--- src/rtl/colour_pkg.sv ---
// ============================================================================
// Module   : colour_pkg
// Purpose  : Shared TCS3200 colour-path types, filter codes and default sizing.
// Revision : 1.0 - initial release
// ============================================================================
`default_nettype none

package colour_pkg;

  typedef enum logic [1:0] {
    CH_RED   = 2'd0,
    CH_GREEN = 2'd1,
    CH_BLUE  = 2'd2,
    CH_CLEAR = 2'd3
  } channel_e;

  // {s2,s3} photodiode filter select codes
  localparam logic [1:0] FILT_RED   = 2'b00;
  localparam logic [1:0] FILT_GREEN = 2'b11;
  localparam logic [1:0] FILT_BLUE  = 2'b01;
  localparam logic [1:0] FILT_CLEAR = 2'b10;

  typedef enum logic [2:0] {
    ST_IDLE   = 3'd0,
    ST_SETTLE = 3'd1,
    ST_GATE   = 3'd2,
    ST_STORE  = 3'd3,
    ST_DONE   = 3'd4
  } state_e;

  localparam int DEF_CNT_W      = 16;
  localparam int DEF_GATE_CYC   = 50000;
  localparam int DEF_SETTLE_CYC = 5000;

  function automatic logic [1:0] filter_code(input channel_e ch);
    case (ch)
      CH_GREEN: filter_code = FILT_GREEN;
      CH_BLUE:  filter_code = FILT_BLUE;
      CH_CLEAR: filter_code = FILT_CLEAR;
      default:  filter_code = FILT_RED;
    endcase
  endfunction

endpackage

`default_nettype wire

--- src/rtl/freq_edge_counter.sv ---
// ============================================================================
// Module   : freq_edge_counter
// Purpose  : Synchronises colour_freq, detects rising edges, counts them with saturation.
// Revision : 1.0 - initial release
// ============================================================================
`default_nettype none

module freq_edge_counter #(
  parameter int CNT_W = 16
) (
  input  logic             clk,
  input  logic             rst_n,
  input  logic             colour_freq,
  input  logic             clr,
  input  logic             enable,
  output logic [CNT_W-1:0] count,
  output logic             saturated
);

  logic [2:0] sync;
  logic       rise;

  // sync[1:0] is the two-flop synchroniser, sync[2] the edge-detect history
  always_ff @(posedge clk or negedge rst_n) begin
    if (!rst_n) begin
      sync <= 3'b000;
    end else begin
      sync <= {sync[1:0], colour_freq};
    end
  end

  assign rise = sync[1] & ~sync[2];

  always_ff @(posedge clk or negedge rst_n) begin
    if (!rst_n) begin
      count     <= '0;
      saturated <= 1'b0;
    end else if (clr) begin
      count     <= '0;
      saturated <= 1'b0;
    end else if (enable && rise) begin
      if (count == {CNT_W{1'b1}}) begin
        saturated <= 1'b1;
      end else begin
        count <= count + 1'b1;
      end
    end
  end

endmodule

`default_nettype wire

--- src/rtl/colour_filter_sequencer.sv ---
// ============================================================================
// Module   : colour_filter_sequencer
// Purpose  : Steps the TCS3200 through its filters and emits one RGB(+C) count frame.
//            Define CLEAR_CHANNEL_EN to add the CLEAR channel and clear_cnt port.
// Revision : 1.0 - initial release
// ============================================================================
`default_nettype none

module colour_filter_sequencer
  import colour_pkg::*;
#(
  parameter int CNT_W      = DEF_CNT_W,
  parameter int GATE_CYC   = DEF_GATE_CYC,
  parameter int SETTLE_CYC = DEF_SETTLE_CYC
) (
  input  logic             clk,
  input  logic             rst_n,
  input  logic             en,
  input  logic             colour_freq,
  output logic             s2,
  output logic             s3,
  output logic [CNT_W-1:0] red_cnt,
  output logic [CNT_W-1:0] green_cnt,
  output logic [CNT_W-1:0] blue_cnt,
  output logic             meas_valid,
  output logic             sat,
  output logic             busy
`ifdef CLEAR_CHANNEL_EN
  ,output logic [CNT_W-1:0] clear_cnt
`endif
);

`ifdef CLEAR_CHANNEL_EN
  localparam channel_e LAST_CH = CH_CLEAR;
`else
  localparam channel_e LAST_CH = CH_BLUE;
`endif

  localparam int MAX_CYC = (GATE_CYC > SETTLE_CYC) ? GATE_CYC : SETTLE_CYC;
  localparam int TMR_W   = $clog2(MAX_CYC + 1);

  state_e           state_q, state_d;
  channel_e         ch_q, ch_d;
  logic [TMR_W-1:0] timer_q, timer_d;

  logic [CNT_W-1:0] count;
  logic             saturated;
  logic             frame_end;
  logic [CNT_W-1:0] shadow_red, shadow_green;
`ifdef CLEAR_CHANNEL_EN
  logic [CNT_W-1:0] shadow_blue;
`endif
  logic             sat_frame;

  freq_edge_counter #(
    .CNT_W (CNT_W)
  ) u_counter (
    .clk         (clk),
    .rst_n       (rst_n),
    .colour_freq (colour_freq),
    .clr         (state_q == ST_SETTLE),
    .enable      (state_q == ST_GATE),
    .count       (count),
    .saturated   (saturated)
  );

  always_ff @(posedge clk or negedge rst_n) begin
    if (!rst_n) begin
      state_q <= ST_IDLE;
      ch_q    <= CH_RED;
      timer_q <= '0;
    end else begin
      state_q <= state_d;
      ch_q    <= ch_d;
      timer_q <= timer_d;
    end
  end

  always_comb begin
    state_d = state_q;
    ch_d    = ch_q;
    timer_d = timer_q;
    case (state_q)
      ST_IDLE: begin
        ch_d    = CH_RED;
        timer_d = '0;
        if (en) state_d = ST_SETTLE;
      end
      ST_SETTLE: begin
        if (!en) begin
          state_d = ST_IDLE;
          ch_d    = CH_RED;
          timer_d = '0;
        end else if (timer_q == TMR_W'(SETTLE_CYC - 1)) begin
          state_d = ST_GATE;
          timer_d = '0;
        end else begin
          timer_d = timer_q + 1'b1;
        end
      end
      ST_GATE: begin
        if (!en) begin
          state_d = ST_IDLE;
          ch_d    = CH_RED;
          timer_d = '0;
        end else if (timer_q == TMR_W'(GATE_CYC - 1)) begin
          state_d = ST_STORE;
          timer_d = '0;
        end else begin
          timer_d = timer_q + 1'b1;
        end
      end
      ST_STORE: begin
        timer_d = '0;
        if (ch_q == LAST_CH) begin
          state_d = ST_DONE;
          ch_d    = CH_RED;
        end else begin
          state_d = ST_SETTLE;
          ch_d    = channel_e'(ch_q + 2'd1);
        end
      end
      ST_DONE: begin
        timer_d = '0;
        state_d = en ? ST_SETTLE : ST_IDLE;
      end
      default: begin
        state_d = ST_IDLE;
        ch_d    = CH_RED;
        timer_d = '0;
      end
    endcase
  end

  // Outputs load on the last STORE edge so they are visible during DONE
  assign frame_end = (state_q == ST_STORE) && (ch_q == LAST_CH);

  always_ff @(posedge clk or negedge rst_n) begin
    if (!rst_n) begin
      shadow_red   <= '0;
      shadow_green <= '0;
`ifdef CLEAR_CHANNEL_EN
      shadow_blue  <= '0;
      clear_cnt    <= '0;
`endif
      sat_frame    <= 1'b0;
      red_cnt      <= '0;
      green_cnt    <= '0;
      blue_cnt     <= '0;
      sat          <= 1'b0;
      meas_valid   <= 1'b0;
    end else begin
      meas_valid <= frame_end;
      if (state_q == ST_IDLE || state_q == ST_DONE) begin
        sat_frame <= 1'b0;
      end
      if (state_q == ST_STORE) begin
        sat_frame <= sat_frame | saturated;
        case (ch_q)
          CH_RED:   shadow_red   <= count;
          CH_GREEN: shadow_green <= count;
`ifdef CLEAR_CHANNEL_EN
          CH_BLUE:  shadow_blue  <= count;
`endif
          default: ;
        endcase
      end
      if (frame_end) begin
        red_cnt   <= shadow_red;
        green_cnt <= shadow_green;
`ifdef CLEAR_CHANNEL_EN
        blue_cnt  <= shadow_blue;
        clear_cnt <= count;
`else
        blue_cnt  <= count;
`endif
        sat       <= sat_frame | saturated;
      end
    end
  end

  assign {s2, s3} = filter_code(ch_q);
  assign busy     = (state_q != ST_IDLE);

endmodule

`default_nettype wire

--- config.mk ---
export PLATFORM = sky130hd
export DESIGN_NAME = colour_filter_sequencer
export DESIGN_NICKNAME = d
export VERILOG_FILES = /design/src/rtl/colour_pkg.sv /design/src/rtl/freq_edge_counter.sv /design/src/rtl/colour_filter_sequencer.sv
export SDC_FILE = /design/constraint.sdc
export NUM_CORES = 1
export LEC_CHECK = 0
export CAP_MARGIN = 0
export CELL_PAD_IN_SITES_DETAIL_PLACEMENT = 1
export CELL_PAD_IN_SITES_GLOBAL_PLACEMENT = 2
export CORE_MARGIN = 3
export CORE_UTILIZATION = 36
export DETAILED_ROUTE_END_ITERATION = 8
export PLACE_DENSITY_LB_ADDON = 0.1
export SYNTH_ARGS = -nofsm -noshare
export SYNTH_HDL_FRONTEND = slang
export SYNTH_SLANG_ARGS = --single-unit
--- constraint.sdc ---
create_clock -name clk -period 2.5 [get_ports clk]
set_clock_uncertainty 0.15 [all_clocks]
set_input_delay 0.25 -clock clk [delete_from_list [all_inputs] [get_ports clk]]
set_output_delay 0.25 -clock clk [all_outputs]
set_load 0.02 [all_outputs]
== Word-level counts from Yosys, hierarchy flattened ==
Index checks and enable logic that the tools add are counted.
Storage, ports and cells
  register bits after elaboration: 124
  input port bits: 4
Operators by class
  $add $sub $neg: 3
  equality and inequality tests: 15
  muxes and demuxes: 25
  bitwise logic cells: 4
  reductions and logical operators: 16
Operators by type and width (number)
  $mux W16: 7
  $add A16 B1 Y16 const B: 2
  $eq A16 B16 Y1 const B: 2
  $pmux W16 S2: 1
  $mux W3: 6
  $eq A16 B13 Y1 const B: 1
  $pmux W3 S5: 1
  $pmux W2 S3: 2
  $reduce_and A2 Y1: 5
  $eq A3 B2 Y1 const B: 2
  $mux W1: 6
  $ne A3 B3 Y1 const B: 2
  $reduce_bool A2 Y1: 3
  $eq A2 B2 Y1 const B: 2
  $mux W2: 2
  $ne A2 B2 Y1 const B: 2
  $eq A3 B1 Y1 const B: 1
  $eq A3 B3 Y1 const B: 1
  $logic_not A3 Y1: 1
  $reduce_and A3 Y1: 1
  $reduce_bool A3 Y1: 1
  $add A2 B1 Y2 const B: 1
  $eq A2 B1 Y1 const B: 1
  $logic_and A1 B1 Y1: 2
  other kinds (7): 8

== Longest topological paths before layout ==
Gate-level depths: netlist of run 1.
  depth after elaboration: 5
  mapped depth: 8
  depth with buffers taken out: 6

== By module ==
Synthesis of run 1 repeated with hierarchy kept, for this count alone.
Unflattened totals
  cell total of the unflattened synthesis: 406
  area, all modules: 5348.9 µm²
By module, submodules not included
  colour_filter_sequencer: times used 1, cells each 306, area an instance 4362.9 µm², sequential area each 2602.5 µm²
  freq_edge_counter: times used 1, cells each 100, area an instance 985.9 µm², sequential area each 500.5 µm²

== Worst setup path after synthesis of run 1 ==
OpenSTA, ideal clock, no wires.
  kind: flip-flop to flip-flop
  from: reg timer_q[0]
  to: reg timer_q[0]
  setup time: 0.133 ns
  arrival: 1.750 ns
  path slack: 0.467 ns
  cell stages (with the launch flop): 7
  buffers on the path: 1
  clock period less this slack: 2.033 ns
  cell sequence: dfrtp_1 ha_1 nand3_1 or3_1 o211ai_2 clkbuf_1 a21oi_1
On the way
  cells in the longest elaborated chain, start to end: 4
Ends and longest elaborated chain
  from (decl): RTL line colour_filter_sequencer.sv:44  | logic [TMR_W-1:0] timer_q, timer_d;
  from (signal assigned): RTL line colour_filter_sequencer.sv:75  | timer_q <= timer_d;
  $add A16 B1 Y16, or another cell as far along: RTL line colour_filter_sequencer.sv:98, colour_filter_sequencer.sv:110
  $mux W16, on equally long branches: RTL line colour_filter_sequencer.sv:106, colour_filter_sequencer.sv:94
  $mux W16, on equally long branches: RTL line colour_filter_sequencer.sv:102, colour_filter_sequencer.sv:90
  $pmux W16 S2 (*): RTL line colour_filter_sequencer.sv:83  | case (state_q)
  named net timer_d[0]: RTL line colour_filter_sequencer.sv:44
Mark *: on every way through the listed nets, which the timed path passes. The rest lies on a longest branch.
A chain may end at the register's enable or synchronous reset.

== Final worst setup path of run 1 ==
  from: reg state_q[0]
  to: out busy
On the way
  cells in the longest elaborated chain, start to end: 1
Ends and longest elaborated chain
  from (decl): RTL line colour_filter_sequencer.sv:42  | state_e state_q, state_d;
  from (signal assigned): RTL line colour_filter_sequencer.sv:73  | state_q <= state_d;
  $reduce_bool A3 Y1: RTL line colour_filter_sequencer.sv:183  | assign busy = (state_q != ST_IDLE);
  to (decl): RTL line colour_filter_sequencer.sv:27  | output logic busy
Every way passes these cells.

==> results of run 1 <==
## power groups by stage
| stage | Sequential (mW) | Clock (mW) | Combinational (mW) |
|---|---|---|---|
| floorplan | 2.09 | 0 | 0.0918 |
| global placement | 2.08 | 0 | 0.212 |
| detailed placement | 2.08 | 0 | 0.220 |
| CTS | 2.05 | 2.44 | 0.221 |
| global route | 2.05 | 2.54 | 0.243 |
| finish | 2.05 | 2.38 | 0.217 |
## routing by layer
layer  track usage (%)  vias up  wire length, um
met5                 0        -                0
met4              6.92        0              216
met3              3.69       22              323
met2              30.8       47             7010
met1              22.4     2072             5940
li1                  -     1940                -
## flip-flops by register name, summed over array words and instances (netlist names)
signal,cells
ch_q,2
sat_frame,1
u_counter.sync,3
shadow_red,16
meas_valid,1
state_q,3
shadow_green,16
sat,1
red_cnt,16
timer_q,16
green_cnt,16
blue_cnt,16
u_counter.saturated,1
u_counter.count,16
## synth_stat cells, types with 2 or more instances
cell type	count	area, um2
o21a_1	4	30.0
inv_1	7	26.3
nor3b_1	2	15.0
xnor2_1	7	61.3
and4_1	2	17.5
a32oi_1	2	17.5
nor3_1	4	20.0
nor2b_1	4	25.0
a22oi_1	4	30.0
dfrtp_1	124	3100
mux2_2	14	158
and3_1	5	31.3
a21o_1	2	15.0
mux2_1	16	180
nand2_1	165	619
nand3_1	15	75.1
o31ai_1	11	82.6
ha_1	8	100
o21ai_0	11	55.1
or4_1	12	90.1
o211ai_1	2	15.0
xor2_1	2	17.5
or3_1	7	43.8
nor4_1	3	18.8
buf_2	8	40.0
nand4_1	6	37.5
clkbuf_1	21	78.8
nor2_1	11	41.3
a21oi_1	21	105
## worst min-delay path by stage
stage,startpoint,end,slack (ns),depth (start not counted)
after CTS,colour_freq,u_counter.sync[0],0.09,1
after global routing,colour_freq,u_counter.sync[0],0.10,1
final,colour_freq,u_counter.sync[0],0.11,1
after detailed placement,rst_n,red_cnt[8],0.19,1
after floorplan,rst_n,blue_cnt[0],-0.20,0
after global placement,u_counter.sync[0],u_counter.sync[1],0.18,0
## worst max-delay path: cells and delay by family, from the launching register on
kind | cells | cell delay [ns]
buffers and inverters | 2 | 0.75
DFF | 1 | 0.42
and+or+nand+nor | 1 | 0.38
## metrics by stage
step	area, um2	std cells	hold slack [ns]	total power, mW
global placement	6260	755	0.185	2.29
CTS	6840	787	0.0920	4.71
finish	6840	787	0.114	4.65
global route	6840	787	0.101	4.84
floorplan	5410	527	-0.196	2.18
detailed placement	6260	755	0.194	2.30
## logic make-up (layout without fill, tap and decap cells)
| logic type | count (synthesis) | after routing | synth area share [%] |
|---|---|---|---|
| XOR/XNOR | 9 | 9 | 1.46 |
| AND/OR/NAND/NOR | 244 | 244 | 20.7 |
| adder cells (fa/ha/maj) | 8 | 8 | 1.85 |
| buffers and inverters | 38 | 114 | 2.89 |
| flip-flops | 124 | 124 | 57.3 |
| AO/OA/AOI/OAI | 74 | 74 | 9.53 |
| multiplexers | 30 | 30 | 6.24 |
## cell usage in the layout, fill, tap and decap left out, types with 2 or more instances in the layout
| cell | n |
|---|---|
| o31ai_1 | 11 |
| clkdlybuf4s50_1 | 55 |
| o21ai_0 | 11 |
| a32oi_1 | 2 |
| clkinv_2 | 4 |
| mux2_1 | 16 |
| buf_4 | 15 |
| nand4_1 | 6 |
| nor3b_1 | 2 |
| nor4_1 | 3 |
| a22oi_1 | 4 |
| ha_1 | 8 |
| buf_12 | 4 |
| nor2_1 | 11 |
| and4_1 | 2 |
| mux2_2 | 14 |
| clkbuf_1 | 4 |
| inv_1 | 7 |
| nand3_1 | 14 |
| or4_1 | 12 |
| clkbuf_8 | 3 |
| a21oi_1 | 21 |
| a21o_1 | 2 |
| nor3_1 | 4 |
| or3_1 | 7 |
| and3_1 | 5 |
| xnor2_1 | 7 |
| nor2b_1 | 4 |
| dfrtp_1 | 124 |
| xor2_1 | 2 |
| o211ai_1 | 2 |
| clkbuf_16 | 17 |
| bufinv_16 | 2 |
| nand2_1 | 165 |
| o21a_1 | 4 |
## cell type report
type                    instances  area [um2]
clock inverters                 7        88.8
flip-flops and latches        124        3100
clock buffers                  24         482
fillers                      1587        7800
repair buffers                 75         753
inverters                       8        30.0
multi-input cells             365        2160
well taps                     184         230
==> results.py, run 1 <==
metrics = {
    "critical_path": {
        "worstPathRequired_ns": 2.10,
        "critical_path.endpoint_type": "output pin",
        "crit_fanout": 12,
        "path_cells": "buf_4 > or3_1 > clkdlybuf4s50_1",
        "r2r_end": "u_counter.count[12]",
        "critPathKind": "flop to output pin",
        "crit_slowest_cell": "clkdlybuf4s50_1",
        "reg2reg_from": "u_counter.count[0]",
        "slowest_delay_ns": 0.55,
        "start_kind": "flop",
        "ff2ff_setup_slack_ns": 0.22,
        "reg2reg_depth": 5,
        "cp.arrival_ns": 1.96,
        "cp-endpoint": "busy",
        "setup.worst_path.start": "state_q[0]",
    },
    "status": {
        "status": "completed",
    },
    "synthesis": {
        "syn_area_per_cell_um2": 10.3,
        "synth_edf_count": 0,
        "ys_types": 56,
        "netlist_instances": 527,
        "synth_seq_cells": 124,
        "synthFlopType": "dfrtp_1",
        "yosys_warnings": 0,
        "netlist_area_mm2": 0.00541,
        "async_flop_share_pct": 100,
        "yosysSeqAreaShare_pct": 57.3,
        "synth_nets": 539,
    },
    "pwr": {
        "powerDensity_mw_per_mm2": 680,
        "ir_drop_mv": 0.443,
        "switchingPower_mw": 1.01,
        "p_sw_share_pct": 21.8,
        "intPower_mw": 3.64,
        "sequentialPowerShare_pct": 44.1,
        "pwr-share-clk_pct": 51.2,
        "p_leak_nw": 3.25,
        "pwr-share-comb_pct": 4.7,
    },
    "clock_tree": {
        "cts-htree-levels": 4,
        "cts_setup_buffers": 0,
        "cts_buffers": 17,
        "cts_sinks": 124,
        "cts_tree": "built",
        "clk_path_buf_depth": 2,
        "clk_latency_ns": 0.42,
        "clkTransAtPathRegs_ns": 0.06,
        "cts_root_buf": "clkbuf_16",
        "cts.repair.resized": 0,
        "ctsHoldBuffers": 1,
    },
    "grt": {
        "antenna_found_initial": 0,
        "grt-ovfl-total": 0,
        "track_usage_pct": 18.0,
        "grt_pass1_vias": 4441,
        "grt_pass1_wl_um": 23200,
        "grt_max_degree": 53,
    },
    "place": {
        "port_buffers": 56,
        "routabilityCongestion": 0.799,
        "dp_worst_setup_slack_ns": 0.263,
        "hpwl_um": 9010,
    },
    "floorplan": {
        "fp.coreArea_mm2": 0.0146,
        "ios": 57,
        "dieArea_mm2": 0.0165,
        "die_height_um": 129,
        "start_util_pct": 37.0,
        "row_count": 44,
        "die_x_um": 129,
    },
    "sta": {
        "setup_ws_ns": 0.140,
        "tns_ns": 0,
        "setup_viol": 0,
        "clock.fmax_mhz": 424,
        "timing.final.crit_share_pct": 94.4,
        "relSlewSlack_pct": 52.5,
        "hold_violations": 0,
        "tightestPinTransition_ns": 0.713,
        "slew_violations": 0,
        "rsz0062_at_grt": "false",
        "fin_crit_ns": 2.36,
    },
    "cells_and_area": {
        "syn2layout_area_growth_pct": 26.5,
        "diodes": 0,
        "final_layout_size_suffix_gt1_share_pct": 11.6,
        "final_util_pct": 46.7,
        "nets": 603,
    },
    "job": {
        "cap_violations": 0,
    },
    "drt": {
        "wl_per_cell_um": 17.1,
        "drt_wl_total_um": 13500,
        "vias": 4081,
        "ant_nets": 0,
        "via_per_inst": 5.19,
        "drt-pass1-iter-count": 5,
        "drtIter0Drc": 204,
        "drc_errors": 0,
    },
    "worst_hold_path": {
        "hp-class": "input pin to flop",
    },
}
No activity file was read; power rests on OpenSTA's default activity.
==> inputs of run 2 (changes only) <==
--- a/config.mk
+++ b/config.mk
@@ -12,6 +12,7 @@
 export CORE_UTILIZATION = 36
 export DETAILED_ROUTE_END_ITERATION = 8
 export PLACE_DENSITY_LB_ADDON = 0.1
+export SETUP_SLACK_MARGIN = 0.05
 export SYNTH_ARGS = -nofsm -noshare
 export SYNTH_HDL_FRONTEND = slang
 export SYNTH_SLANG_ARGS = --single-unit
==> constraint.sdc (replaced) <==
create_clock -name clk -period 2.65 [get_ports clk]
set_clock_uncertainty 0.15 [all_clocks]
set_input_delay 0.265 -clock clk [delete_from_list [all_inputs] [get_ports clk]]
set_output_delay 0.265 -clock clk [all_outputs]
set_load 0.02 [all_outputs]
==> results.py, run 2 (synthesized netlist as in run 1, its figures left out) <==
metrics = {
    "critical_path": {
        "critPathKind": "flop to output pin",
        "crit_slowest_cell": "clkdlybuf4s50_1",
        "reg2reg_depth": 4,
        "cp.arrival_ns": 1.92,
        "r2r_end": "u_counter.count[11]",
        "worstPathRequired_ns": 2.24,
        "critical_path.endpoint_type": "output pin",
        "crit_fanout": 14,
        "cp_top_family": "buffers and inverters",
        "ff2ff_setup_slack_ns": 0.41,
        "path_cells": "buf_4 > or3_1 > clkdlybuf4s50_1",
        "reg2reg_from": "state_q[1]",
        "path_buf_inv": 2,
        "slowest_delay_ns": 0.55,
        "start_kind": "flop",
    },
    "grt": {
        "grt_pass1_wl_um": 23100,
        "antenna_found_initial": 0,
        "grt_max_degree": 53,
        "grt_pass1_vias": 4489,
        "track_usage_pct": 17.8,
        "grt-ovfl-total": 0,
    },
    "cells_and_area": {
        "final_util_pct": 46.6,
        "nets": 600,
        "diodes": 0,
        "mostFrequentLayoutCell": "nand2_1",
        "syn2layout_area_growth_pct": 26.2,
        "multi_input_area_mm2": 0.00216,
        "regArea_mm2": 0.00310,
        "final_cells": 785,
        "final_layout_size_suffix_gt1_share_pct": 11.0,
        "layout_common_cells": "nand2_1 (165), dfrtp_1 (124), clkdlybuf4s50_1 (55)",
        "fillers": 1594,
    },
    "sta": {
        "timing.final.crit_share_pct": 88.2,
        "tightestPinTransition_ns": 0.880,
        "setup_viol": 0,
        "fin_crit_ns": 2.34,
        "clock.fmax_mhz": 428,
        "slew_violations": 0,
        "worst_hold_slack_ns": 0.156,
        "hold_violations": 0,
        "relSlewSlack_pct": 41.0,
        "tns_ns": 0,
        "rsz0062_at_grt": "false",
    },
    "drt": {
        "ant_nets": 0,
        "drtIter0Drc": 220,
        "drt-pass1-iter-count": 5,
        "met2_length_um": 6800,
        "vias": 4038,
        "drc_errors": 0,
        "met3_wirelength_um": 293,
        "via_per_inst": 5.14,
        "top_layer": "met4",
        "wl_per_cell_um": 17.1,
        "drt_wl_total_um": 13400,
        "wl_met1_um": 6200,
    },
    "status": {
        "status": "completed",
    },
    "clock_tree": {
        "clkTransAtPathRegs_ns": 0.05,
        "cts_root_buf": "clkbuf_16",
        "cts_sinks": 124,
        "clk_path_buf_depth": 2,
        "cts_tree": "built",
        "clk_latency_ns": 0.41,
        "cts_buffers": 17,
        "cts_setup_buffers": 0,
        "cts-htree-levels": 4,
    },
    "place": {
        "routabilityCongestion": 0.793,
        "hpwl_um": 8900,
        "place_inst": 752,
        "port_buffers": 56,
    },
    "worst_hold_path": {
        "hold_path_end": "u_counter.sync[0]",
        "hp-class": "input pin to flop",
        "worstHoldStart": "colour_freq",
        "whs_path_depth": 1,
    },
    "pwr": {
        "ir_drop_mv": 0.411,
        "p_leak_nw": 3.23,
        "powerDensity_mw_per_mm2": 653,
        "power_mw": 4.46,
    },
    "floorplan": {
        "die_x_um": 129,
        "row_count": 44,
        "start_util_pct": 37.0,
        "dieArea_mm2": 0.0165,
        "ios": 57,
        "die_height_um": 129,
        "fp.coreArea_mm2": 0.0146,
    },
    "job": {
        "cap_violations": 0,
    },
}
run 2: cell count changes in the layout (fill, tap and decap cells not counted):
cell,before,now
buf_4,15,13
clkinvlp_4,0,1
clkbuf_1,4,6
bufinv_16,2,3
clkinv_4,1,0
buf_12,4,3
clkinv_2,4,3
clkbuf_8,3,2
run 2: power breakdown:
group	switching (mW)	internal [mW]	leakage, nW
registers	0.0238	1.91	1.72
logic	0.126	0.0634	1.22
clock network	0.809	1.52	0.285
total	0.959	3.50	3.23
run 2: final cells by class:
cell class                      instances  share of cell area [%]
Sequential cell                       124                    45.5
Multi-Input combinational cell        365                    31.6
Timing Repair Buffer                   72                    10.5
Clock buffer                           25                    6.96
Tap cell                              184                    3.37
Clock inverter                          7                    1.65
Inverter                                8                   0.440
run 2: routing by layer:
metal  GRT usage (%)  vias up
li1                -     1934
met3            3.99        8
met4            5.93        0
met1            22.6     2051
met2            30.2       45
met5               0        -
run 2: metrics by stage:
step           setup WS (ns)  cell area, um2
2_1_floorplan          0.617            5410
3_3_place_gp           0.440            6230
3_5_place_dp           0.437            6230
4_1_cts                0.288            6830
5_1_grt                0.203            6830
6_report               0.313            6830
run 2: worst max path at each step:
stage / depth (start not counted) / slack [ns] / start / to
after floorplan: 6 / 0.62 / timer_q[0] / timer_q[0]
after global placement: 4 / 0.44 / timer_q[6] / state_q[0]
after detailed placement: 4 / 0.44 / timer_q[6] / state_q[0]
after CTS: 3 / 0.29 / state_q[0] / busy
after global routing: 4 / 0.20 / ch_q[0] / s2
final: 3 / 0.31 / state_q[0] / busy
run 2: timing repair:
item                      CTS  global route
hold endpoints to repair   46             0
gates resized for setup     0             0
hold buffers                1             0
run 2: worst register-to-register path, cell delays in order (launching register included):
cell      delay, ns
dfrtp_1        0.51
nor2b_1        0.31
o211ai_1       0.41
or4_1          0.62
a21oi_1        0.16
==> edit (flow settings as in run 1) <==
Reset style: synchronous (`rst_n`), changed in 4 clocked blocks.
--- a/src/rtl/freq_edge_counter.sv
+++ b/src/rtl/freq_edge_counter.sv
@@ -21,7 +21,7 @@
   logic       rise;
 
   // sync[1:0] is the two-flop synchroniser, sync[2] the edge-detect history
-  always_ff @(posedge clk or negedge rst_n) begin
+  always_ff @(posedge clk) begin
     if (!rst_n) begin
       sync <= 3'b000;
     end else begin
@@ -31,7 +31,7 @@
 
   assign rise = sync[1] & ~sync[2];
 
-  always_ff @(posedge clk or negedge rst_n) begin
+  always_ff @(posedge clk) begin
     if (!rst_n) begin
       count     <= '0;
       saturated <= 1'b0;
--- a/src/rtl/colour_filter_sequencer.sv
+++ b/src/rtl/colour_filter_sequencer.sv
@@ -64,7 +64,7 @@
     .saturated   (saturated)
   );
 
-  always_ff @(posedge clk or negedge rst_n) begin
+  always_ff @(posedge clk) begin
     if (!rst_n) begin
       state_q <= ST_IDLE;
       ch_q    <= CH_RED;
@@ -135,7 +135,7 @@
   // Outputs load on the last STORE edge so they are visible during DONE
   assign frame_end = (state_q == ST_STORE) && (ch_q == LAST_CH);
 
-  always_ff @(posedge clk or negedge rst_n) begin
+  always_ff @(posedge clk) begin
     if (!rst_n) begin
       shadow_red   <= '0;
       shadow_green <= '0;
Formal check against the unedited RTL: differs if rst_n is asserted again (counterexample within 4 cycles, from zero or initial values and one cycle with rst_n low); with rst_n held inactive, the same outputs for 10 cycles.
==> edit against run 1 <==
- synthesized area down 6.7%
- total power down 3.0%
- maximum frequency up 4.3%
- cell area down 6.9%
- hold slack better by 0.17 ns
- sequential share of layout area down 6.4 points
- synthesized cell count up 17%
- die area down 6.4%
- wire length up 3.8%
- final cell count up 8.8%
- worst setup slack better by 0.097 ns
- sequential cell count unchanged
- largest cell class unchanged
==> edit: results (changes against run 1) <==
[run_status]
status = complete, no violations

[critical_path]
critical-path-max-stage-delay_ns = 0.60  ; +0.05 ns
r2r_setup_slack_ns = 0.24  ; +0.02 ns
crit_slowest_cell = or4_1
cp_top_family = simple AND/OR/NAND/NOR gates
timing.rr.start = state_q[1]
critPathMaxFanout = 11  ; -1
rr_worst_depth = 4  ; -1
crit_arrival_ns = 2.45  ; +0.49 ns
r2r_end = u_counter.count[10]

[cts]
numCtsBuffers = 17  ; unchanged
clk_pin_slew_ns = 0.05
ctsResizeCount = 0  ; unchanged
post_cts_buffers = 0  ; unchanged
cts_max_level = 4  ; unchanged
root_buffer = clkbuf_16
clkLatencyLatePin_ns = 0.41

[logic_synthesis]
synth_fp_nets = 629  ; +17%
synth.area.top_cells = dfxtp_1, nand2_1, a21oi_1, a211oi_1, ha_1
synthCells = 617  ; +17%
seq_area_frac_synth_pct = 49.2  ; -8.2 points
ys_top_cells_by_count = nand2_1, dfxtp_1, a21oi_1, clkbuf_1, buf_2
synth_ff_type = dfxtp_1
async_reset_ff_share_pct = 0  ; -100 points
synth_cell_types = 50  ; -11%
yosys_warnings = 0  ; unchanged

[routing]
routedWlPerCell_um = 16.4  ; -4.6%
drt_iter0_markers = 276  ; +35%
routed_wirelength_mm = 14.0  ; +3.8%
wl_met3_um = 528  ; +63%
wl_met2_mm = 6.73  ; -4.0%
dr.pass1.iters = 4  ; -1
wl_met1_mm = 6.52  ; +9.7%
vias = 4517  ; +11%
highest_layer = met4

[placed_design]
place_inst = 825  ; +9.3%
port_buffers = 56  ; unchanged
gp_congestion = 0.833  ; +4.3%
dp_slack_ns = 0.271  ; +0.00772 ns
place_area_mm2 = 0.00580  ; -7.5%
dp_hpwl_mm = 9.57  ; +6.2%

[global_routing]
grt.total_usage_pct = 18.5  ; +0.56 points
antenna_found_initial = 0  ; unchanged
grt_use_met1_pct = 23.4  ; +0.99 points
grt_first_pass_wirelength_mm = 23.6  ; +2.0%
use_met2_pct = 30.5  ; -0.27 points
grt_pass1_vias = 4657  ; +4.9%
grt_max_degree = 40  ; -25%
use_met3_pct = 4.67  ; +0.98 points

[finish]
diodes = 0  ; unchanged
num-nets-final = 680  ; +13%
drive_gt1_share_pct = 8.53  ; -3.1 points

[worst_hold_path]
worstHoldStart = colour_freq
min_to = u_counter.sync[0]
hold_path_class = input pin to register
min_path_cells = 2  ; +1

[power_and_ir_drop]
ir_drop_mv = 0.379  ; -14%
p_leak_nw = 2.05  ; -37%

[sta]
max-slew-margin-rel_pct = 56.0  ; +3.5 points

[edit: layout make-up]
type,instances,area [um2]
Clock buffer,24,492
Clock inverter,7,87.6
Multi-Input combinational cell,434,2320
Fill cell,1618,7080
Tap cell,176,220
Inverter,14,52.6
Sequential cell,124,2480
Timing Repair Buffer,77,718
[edit: logic make-up (layout without fill, tap and decap cells)]
kind of cell | after synthesis | in the layout | share of synthesized area, %
DFF | 124 | 124 | 49.2
xor gates and xnor gates | 13 | 13 | 2.26
muxes | 2 | 2 | 0.397
adders and majority gates | 9 | 9 | 2.18
and+or+nand+nor | 274 | 274 | 25.5
buffers and inverters | 59 | 122 | 4.81
AOI/OAI and AO/OA | 136 | 136 | 15.6
[edit: where the power goes]
group / switching [mW] / internal, mW / total (mW)
logic: 0.0825 / 0.0354 / 0.118
clock network: 0.843 / 1.56 / 2.40
registers: 0.00902 / 1.98 / 1.99
[edit: how the worst max path moves through the flow]
stage,start,end,slack [ns],cells after the start
floorplan,timer_q[0],timer_q[10],0.60,6
global placement,state_q[1],u_counter.count[10],0.38,4
detailed placement,rst_n,timer_q[5],0.27,4
CTS,ch_q[0],s2,0.21,4
global route,state_q[1],u_counter.saturated,0.1,4
finish,state_q[1],u_counter.count[10],0.24,4
[edit: worst register-to-register path: stages, from the launching register on]
cell	delay (ns)
dfxtp_1	0.47
nor3b_4	0.39
nand4_1	0.43
or4_1	0.60
a21oi_1	0.15
[edit: metrics by stage]
stage | hold slack, ns | util [%]
after floorplan | 0.222 | -
after global placement | 0.268 | 43.1
after detailed placement | 0.274 | 43.1
after CTS | 0.266 | 47.4
after global routing | 0.266 | 47.4
final | 0.279 | 47.4
